### config.mk
export PLATFORM = sky130hd
export DESIGN_NAME = tile_feeder_flat
export DESIGN_NICKNAME = d
export VERILOG_FILES = /design/src/rtl/tile_feeder_pkg.sv /design/src/rtl/tile_feeder_if.sv /design/src/rtl/tile_feeder_mem.sv /design/src/rtl/tile_feeder.sv /design/src/flat_wrapper.sv
export SDC_FILE = /design/constraint.sdc
export NUM_CORES = 2
export LEC_CHECK = 0
export CAP_MARGIN = 20
export CORE_MARGIN = 8
export CORE_UTILIZATION = 41
export DETAILED_ROUTE_END_ITERATION = 12
export HOLD_SLACK_MARGIN = 0.08
export PLACE_DENSITY = 0.66
export SLEW_MARGIN = 5
export SYNTH_ARGS = -nofsm -noshare
export SYNTH_HDL_FRONTEND = slang
export SYNTH_SLANG_ARGS = --single-unit
### constraint.sdc
create_clock -name clk -period 4.2 [get_ports clk]
set_clock_uncertainty 0.05 [all_clocks]
set_input_delay 1.26 -clock clk [delete_from_list [all_inputs] [get_ports clk]]
set_output_delay 1.26 -clock clk [all_outputs]
set_load 0.05 [all_outputs]
### src/rtl/tile_feeder_pkg.sv
// Shared types and constants for the tile feeder: FSM states, matrix geometry,
// raddr field positions, tile address constants and element address helper.
package tile_feeder_pkg;

    localparam int unsigned TILE_DIM   = 4;
    localparam int unsigned MAT_DIM    = 8;
    localparam int unsigned TILE_ELEMS = 16;
    localparam int unsigned DATA_W     = 16;
    localparam int unsigned ADDR_W     = 6;
    localparam int unsigned RADDR_W    = 4;
    localparam int unsigned CNT_W      = 5;

    // raddr bit positions
    localparam int unsigned RA_SEL  = 3;
    localparam int unsigned RA_BAD  = 2;
    localparam int unsigned RA_TROW = 1;
    localparam int unsigned RA_TCOL = 0;

    localparam logic [3:0] A1 = 4'h0;
    localparam logic [3:0] A2 = 4'h1;
    localparam logic [3:0] A3 = 4'h2;
    localparam logic [3:0] A4 = 4'h3;
    localparam logic [3:0] B1 = 4'h8;
    localparam logic [3:0] B2 = 4'h9;
    localparam logic [3:0] B3 = 4'hA;
    localparam logic [3:0] B4 = 4'hB;

    typedef enum logic [2:0] {
        ST_IDLE  = 3'd0,
        ST_LOAD  = 3'd1,
        ST_PULSE = 3'd2,
        ST_GAP   = 3'd3,
        ST_DONE  = 3'd4
    } state_e;

    // Element k of a tile, row-major: row = 4*trow + k/4, col = 4*tcol + k%4
    function automatic logic [ADDR_W-1:0] elem_addr(input logic trow, input logic tcol,
                                                    input logic [3:0] k);
        return {trow, k[3:2], tcol, k[1:0]};
    endfunction

endpackage

### src/rtl/tile_feeder_if.sv
// Preload and tile-read bus of the tile feeder.
interface tile_feeder_if;
    import tile_feeder_pkg::*;

    logic                      ld_en;
    logic                      ld_sel;
    logic [ADDR_W-1:0]         ld_addr;
    logic signed [DATA_W-1:0]  ld_data;
    logic                      ren;
    logic [RADDR_W-1:0]        raddr;
    logic signed [DATA_W-1:0]  rdata;
    logic                      rready;
    logic                      busy;
    logic                      tile_done;
    logic                      addr_err;

    modport master (
        output ld_en, ld_sel, ld_addr, ld_data, ren, raddr,
        input  rdata, rready, busy, tile_done, addr_err
    );

    modport slave (
        input  ld_en, ld_sel, ld_addr, ld_data, ren, raddr,
        output rdata, rready, busy, tile_done, addr_err
    );

endinterface

### src/rtl/tile_feeder_mem.sv
// Matrix A/B storage: one write port, one registered read port (1-cycle latency)
// with read enable and synchronous clear; only the read register is reset.
module tile_feeder_mem
    import tile_feeder_pkg::*;
(
    input  logic                     clk,
    input  logic                     rstn,
    input  logic                     we,
    input  logic                     wsel,
    input  logic [ADDR_W-1:0]        waddr,
    input  logic signed [DATA_W-1:0] wdata,
    input  logic                     re,
    input  logic                     clr,
    input  logic                     rsel,
    input  logic [ADDR_W-1:0]        raddr,
    output logic signed [DATA_W-1:0] rdata
);

    logic signed [DATA_W-1:0] mem_a [2**ADDR_W];
    logic signed [DATA_W-1:0] mem_b [2**ADDR_W];

    always_ff @(posedge clk) begin
        if (we) begin
            if (wsel) mem_b[waddr] <= wdata;
            else      mem_a[waddr] <= wdata;
        end
    end

    // A same-edge write is not visible here: the read samples the old contents
    always_ff @(posedge clk or negedge rstn) begin
        if (!rstn)    rdata <= '0;
        else if (clr) rdata <= '0;
        else if (re)  rdata <= rsel ? mem_b[raddr] : mem_a[raddr];
    end

endmodule

### src/rtl/tile_feeder.sv
// Streams a 4x4 tile of matrix A or B, one element per PULSE/GAP pair.
// Optional TILE_FEEDER_STATS_EN adds an 8-bit completed-tile counter port.
module tile_feeder
    import tile_feeder_pkg::*;
(
    input  logic         clk,
    input  logic         rstn,
    tile_feeder_if.slave bus
`ifdef TILE_FEEDER_STATS_EN
    ,
    output logic [7:0]   tile_cnt
`endif
);

    state_e             state_q, state_d;
    logic               ren_q;
    logic [RADDR_W-1:0] raddr_q;
    logic [2:0]         tile_q, tile_d;      // {sel, trow, tcol}
    logic [CNT_W-1:0]   cnt_q, cnt_d;        // elements fetched so far
    logic               req, err_d, mem_re, mem_clr;
    logic               rready_q, busy_q, done_q, err_q;

    assign req = bus.ren && (!ren_q || (bus.raddr != raddr_q));

    always_ff @(posedge clk or negedge rstn) begin
        if (!rstn) begin
            state_q  <= ST_IDLE;
            ren_q    <= 1'b0;
            raddr_q  <= '0;
            tile_q   <= '0;
            cnt_q    <= '0;
            rready_q <= 1'b0;
            busy_q   <= 1'b0;
            done_q   <= 1'b0;
            err_q    <= 1'b0;
        end else begin
            state_q  <= state_d;
            ren_q    <= bus.ren;
            raddr_q  <= bus.raddr;
            tile_q   <= tile_d;
            cnt_q    <= cnt_d;
            rready_q <= (state_d == ST_PULSE);
            busy_q   <= (state_d == ST_LOAD) || (state_d == ST_PULSE) || (state_d == ST_GAP);
            done_q   <= (state_q == ST_GAP) && (state_d == ST_DONE);
            err_q    <= err_d;
        end
    end

    always_comb begin
        state_d = state_q;
        tile_d  = tile_q;
        cnt_d   = cnt_q;
        err_d   = 1'b0;
        mem_re  = 1'b0;
        mem_clr = 1'b0;
        unique case (state_q)
            ST_IDLE, ST_DONE: begin
                if (req) begin
                    if (bus.raddr[RA_BAD]) begin
                        err_d   = 1'b1;
                        state_d = ST_IDLE;
                    end else begin
                        state_d = ST_LOAD;
                        tile_d  = {bus.raddr[RA_SEL], bus.raddr[RA_TROW], bus.raddr[RA_TCOL]};
                        cnt_d   = '0;
                    end
                end else if (!bus.ren) begin
                    state_d = ST_IDLE;
                end
            end
            ST_LOAD, ST_PULSE, ST_GAP: begin
                if (!bus.ren) begin
                    state_d = ST_IDLE;
                end else if (req) begin
                    if (bus.raddr[RA_BAD]) begin
                        err_d   = 1'b1;
                        state_d = ST_IDLE;
                    end else begin
                        state_d = ST_LOAD;
                        tile_d  = {bus.raddr[RA_SEL], bus.raddr[RA_TROW], bus.raddr[RA_TCOL]};
                        cnt_d   = '0;
                    end
                end else if (state_q == ST_LOAD) begin
                    state_d = ST_PULSE;
                end else if (state_q == ST_PULSE) begin
                    state_d = ST_GAP;
                end else begin
                    state_d = (cnt_q == CNT_W'(TILE_ELEMS)) ? ST_DONE : ST_PULSE;
                end
            end
            default: state_d = ST_IDLE;
        endcase
        // Each entry into PULSE fetches the next element into the read register
        if (state_d == ST_PULSE) begin
            mem_re = 1'b1;
            cnt_d  = cnt_q + CNT_W'(1);
        end
        if (state_d == ST_IDLE) mem_clr = 1'b1;
    end

    tile_feeder_mem u_mem (
        .clk   (clk),
        .rstn  (rstn),
        .we    (bus.ld_en),
        .wsel  (bus.ld_sel),
        .waddr (bus.ld_addr),
        .wdata (bus.ld_data),
        .re    (mem_re),
        .clr   (mem_clr),
        .rsel  (tile_q[2]),
        .raddr (elem_addr(tile_q[1], tile_q[0], cnt_q[3:0])),
        .rdata (bus.rdata)
    );

    assign bus.rready    = rready_q;
    assign bus.busy      = busy_q;
    assign bus.tile_done = done_q;
    assign bus.addr_err  = err_q;

`ifdef TILE_FEEDER_STATS_EN
    always_ff @(posedge clk or negedge rstn) begin
        if (!rstn)                                            tile_cnt <= '0;
        else if ((state_q == ST_GAP) && (state_d == ST_DONE)) tile_cnt <= tile_cnt + 8'd1;
    end
`endif

endmodule

### src/flat_wrapper.sv
// flat-port wrapper written by rule: the top's interface ports become plain ports
module tile_feeder_flat import tile_feeder_pkg::*;
  (clk, rstn, bus_ld_en, bus_ld_sel, bus_ld_addr, bus_ld_data, bus_ren, bus_raddr, bus_rdata, bus_rready, bus_busy, bus_tile_done, bus_addr_err);
  tile_feeder_if bus_i ();
  input  logic clk;
  input  logic rstn;
  input wire logic [$bits(bus_i.ld_en)-1:0] bus_ld_en;
  input wire logic [$bits(bus_i.ld_sel)-1:0] bus_ld_sel;
  input wire logic [$bits(bus_i.ld_addr)-1:0] bus_ld_addr;
  input wire logic [$bits(bus_i.ld_data)-1:0] bus_ld_data;
  input wire logic [$bits(bus_i.ren)-1:0] bus_ren;
  input wire logic [$bits(bus_i.raddr)-1:0] bus_raddr;
  output wire logic [$bits(bus_i.rdata)-1:0] bus_rdata;
  output wire logic [$bits(bus_i.rready)-1:0] bus_rready;
  output wire logic [$bits(bus_i.busy)-1:0] bus_busy;
  output wire logic [$bits(bus_i.tile_done)-1:0] bus_tile_done;
  output wire logic [$bits(bus_i.addr_err)-1:0] bus_addr_err;
  assign bus_i.ld_en = bus_ld_en;
  assign bus_i.ld_sel = bus_ld_sel;
  assign bus_i.ld_addr = bus_ld_addr;
  assign bus_i.ld_data = bus_ld_data;
  assign bus_i.ren = bus_ren;
  assign bus_i.raddr = bus_raddr;
  assign bus_rdata = bus_i.rdata;
  assign bus_rready = bus_i.rready;
  assign bus_busy = bus_i.busy;
  assign bus_tile_done = bus_i.tile_done;
  assign bus_addr_err = bus_i.addr_err;
  tile_feeder u_core (.clk(clk), .rstn(rstn), .bus(bus_i));
endmodule
==> results.json <==
{
  "syn_to_final_growth_pct": 14.62,
  "synthFlopType": "edfxtp_1",
  "core_area_um2": 194400,
  "holdWs_ps": 483.8,
  "overflow": 0,
  "ys_ff_latch": 2084,
  "final_cell_mix": "2,048 x edfxtp_1, 454 x mux4_2, 251 x buf_4",
  "syn_nets": 3689,
  "synth_top_family_by_area": "multiplexers",
  "routedWlPerCell_um": 30.14,
  "vias": 39300,
  "clockRootBuffer": "clkbuf_16",
  "cts_tree": "done",
  "setup_tns_ps": 0,
  "mostFrequentLayoutCell": "edfxtp_1",
  "fmax_ghz": 0.2641,
  "nNetsFinal": 4016,
  "h-tree-depth": 4,
  "synthArstFlopShare_pct": 1.727,
  "cts_setup_buffers": 0,
  "cts.sinks": 2084,
  "grt_pass1_vias": 39080,
  "startpoint_type": "flop",
  "drive_above_1_share_pct": 26.03,
  "io_pins": 51,
  "clk_latency_ps": 830,
  "seq_area_um2": 62410,
  "rsz0062_at_grt": "false",
  "ctsHoldBuffers": 0,
  "ff2ff_setup_slack_ps": 410,
  "period_needed_ps": 3786,
  "leakage_nw": 27.76,
  "cts_buffer_depth": 3,
  "synth_compound_area_share_pct": 3.658,
  "synthAdderAreaFrac_pct": 0.03129,
  "synth_cell_types": 56,
  "drt-vias-per-instance": 5.868,
  "die_height_um": 457.6,
  "drt-pass1-iter-count": 5,
  "grt_pass1_wl_um": 287600,
  "drc": 0,
  "cp.arrival_ps": 4420,
  "hold_viol": 0,
  "path_class": "reg2reg",
  "tightest_slew_ps": 1168,
  "max_slew_margin_pct": 22.14,
  "synth-xor-area-share_pct": 0.09857,
  "min_period_over_period_pct": 90.15,
  "drt.antenna.violating_nets": 0,
  "synth_mux_area_share_pct": 15.07,
  "yosys.area_share.simple_pct": 1.580,
  "rows": 162,
  "multi_input_area_um2": 16450,
  "maxCapViolations": 0,
  "globalplace.congestion": 1.019,
  "setup_viol": 0,
  "ir_drop_mv": 0.4011,
  "antenna_found_initial": 9,
  "dpl.hpwl_um": 126100,
  "postRouteWirelength_um": 201900,
  "yosys_warnings": 0,
  "die_w_um": 457.6,
  "first_iter_violations": 4599,
  "seq_area_frac_synth_pct": 78.03,
  "synth_area_um2": 79970,
  "numPortBuffers": 50,
  "powerDensity_nw_per_um2": 458.2,
  "status": "complete, no violations",
  "cts-buffers-inserted": 202,
  "post_cts_resized": 0,
  "r2r-end": "u_core.u_mem.rdata[3]",
  "syn_area_per_cell_um2": 21.87,
  "grt_max_degree": 81,
  "crit_path_end_kind": "flop",
  "path_clk_slew_ps": 60,
  "crit_fanout": 23,
  "n_fill_cell": 15640,
  "holdCritPathClass": "in2async",
  "die_area_um2": 209400,
  "start_util_pct": 41.14,
  "r2r_cells": 7,
  "synthCells": 3656,
  "reg2reg_from": "u_core.cnt_q[0]",
  "synth_edf_count": 2048,
  "track_usage_pct": 18.80,
  "slew_viol_final": 0,
  "worstPathRequired_ps": 4840
}
==> area by class of cell <==
| type | count | share of cell area [%] |
|---|---|---|
| flip-flops and latches | 2084 | 68.09 |
| multi-input cells | 1330 | 17.94 |
| clock buffers | 254 | 5.842 |
| repair buffers | 334 | 3.492 |
| well taps | 2542 | 3.470 |
| clock inverters | 116 | 1.016 |
| inverters | 31 | 0.1270 |
| diodes | 6 | 0.01638 |
==> worst max-delay path, cell delays in order, from the launching register on <==
cell and delay, ps:
dfrtp_4 940, buf_4 310, mux4_2 520, a22o_1 250, a221oi_1 570, a22oi_1 440
o211ai_1 360, nand3_1 120
==> report_power, final <==
group / total (mW) / switching (mW) / internal (mW)
clock network: 17.3 / 7.57 / 9.70
registers: 23.0 / 0.0518 / 22.9
logic: 1.76 / 1.32 / 0.444
==> sequential cells by signal, indices dropped and copies added (netlist names) <==
register and flops:
u_core.bus.tile_done 1, u_core.u_mem.mem_b 1024, u_core.u_mem.rdata 16, u_core.tile_q 3
u_core.raddr_q 4, u_core.ren_q 1, u_core.u_mem.mem_a 1024, u_core.state_q 3
u_core.bus.addr_err 1, u_core.bus.busy 1, u_core.cnt_q 5, u_core.bus.rready 1
==> through the flow <==
| step | cells | area [um2] | worst slack, ps | util (%) | power [mW] |
|---|---|---|---|---|---|
| final | 6697 | 91660 | 413.9 | 47.15 | 42.00 |
| after global routing | 6694 | 91650 | 377.8 | 47.15 | 43.08 |
| after CTS | 6691 | 91640 | 411.7 | 47.15 | 42.26 |
| after detailed placement | 6321 | 85360 | 60.00 | 43.91 | 25.16 |
| after global placement | 6321 | 85360 | 235.9 | 43.91 | 25.14 |
| after floorplan | 3656 | 79970 | 732.2 | - | 24.03 |
==> worst max-delay path by stage <==
stage,start,to,slack [ps],depth (start not counted)
after floorplan,bus_ld_addr[5],u_core.u_mem.mem_a[32][0],730,6
after global placement,bus_raddr[2],u_core.u_mem.rdata[14],240,7
after detailed placement,bus_raddr[2],u_core.u_mem.rdata[14],60,7
after CTS,u_core.cnt_q[0],u_core.u_mem.rdata[3],410,7
after global routing,u_core.cnt_q[0],u_core.u_mem.rdata[4],380,6
final,u_core.cnt_q[0],u_core.u_mem.rdata[3],410,7
==> Yosys cell counts (all sizes together) (2+ instances only) <==
cell type / count / area share, %
inv: 17 / 0.080
xnor2: 4 / 0.044
mux4: 454 / 13
a22oi: 121 / 1.1
a22o: 13 / 0.14
o211ai: 7 / 0.066
or2: 3 / 0.023
edfxtp: 2048 / 77
dfrtp: 36 / 1.1
a211oi: 9 / 0.084
nor2: 147 / 0.69
ha: 2 / 0.031
nand3: 39 / 0.24
clkinv: 14 / 0.066
nor2b: 12 / 0.094
clkbuf: 105 / 0.50
o21ai: 60 / 0.38
a31oi: 7 / 0.055
a41oi: 6 / 0.066
or3: 3 / 0.023
buf: 106 / 0.88
nand2: 31 / 0.15
o22ai: 26 / 0.20
a2111oi: 9 / 0.16
and2: 7 / 0.055
or3b: 4 / 0.044
nand4: 9 / 0.070
o31ai: 8 / 0.075
xor2: 5 / 0.055
mux2i: 175 / 2.2
nand2b: 7 / 0.055
nand3b: 8 / 0.075
o221ai: 4 / 0.044
mux2: 7 / 0.099
a21oi: 53 / 0.33
a221oi: 79 / 0.87
nor3: 2 / 0.019
==> layer usage <==
layer,up-vias,global-route usage [%],part of all wire (%)
met5,-,0,0
met4,0,6.911,3.9
met1,21010,25.29,39
li1,16150,-,-
met3,336,3.562,7.9
met2,1796,30.72,49
==> cell families (layout without fill, tap and decap cells) <==
family / Yosys count / count (layout)
buf+inv: 242 / 735
other cells: 0 / 6
fa+ha+maj: 2 / 2
flops: 2084 / 2084
mux: 636 / 636
xor+xnor: 9 / 9
simple gates: 276 / 276
compound gates: 407 / 407
(Power assumes the default switching activity.)
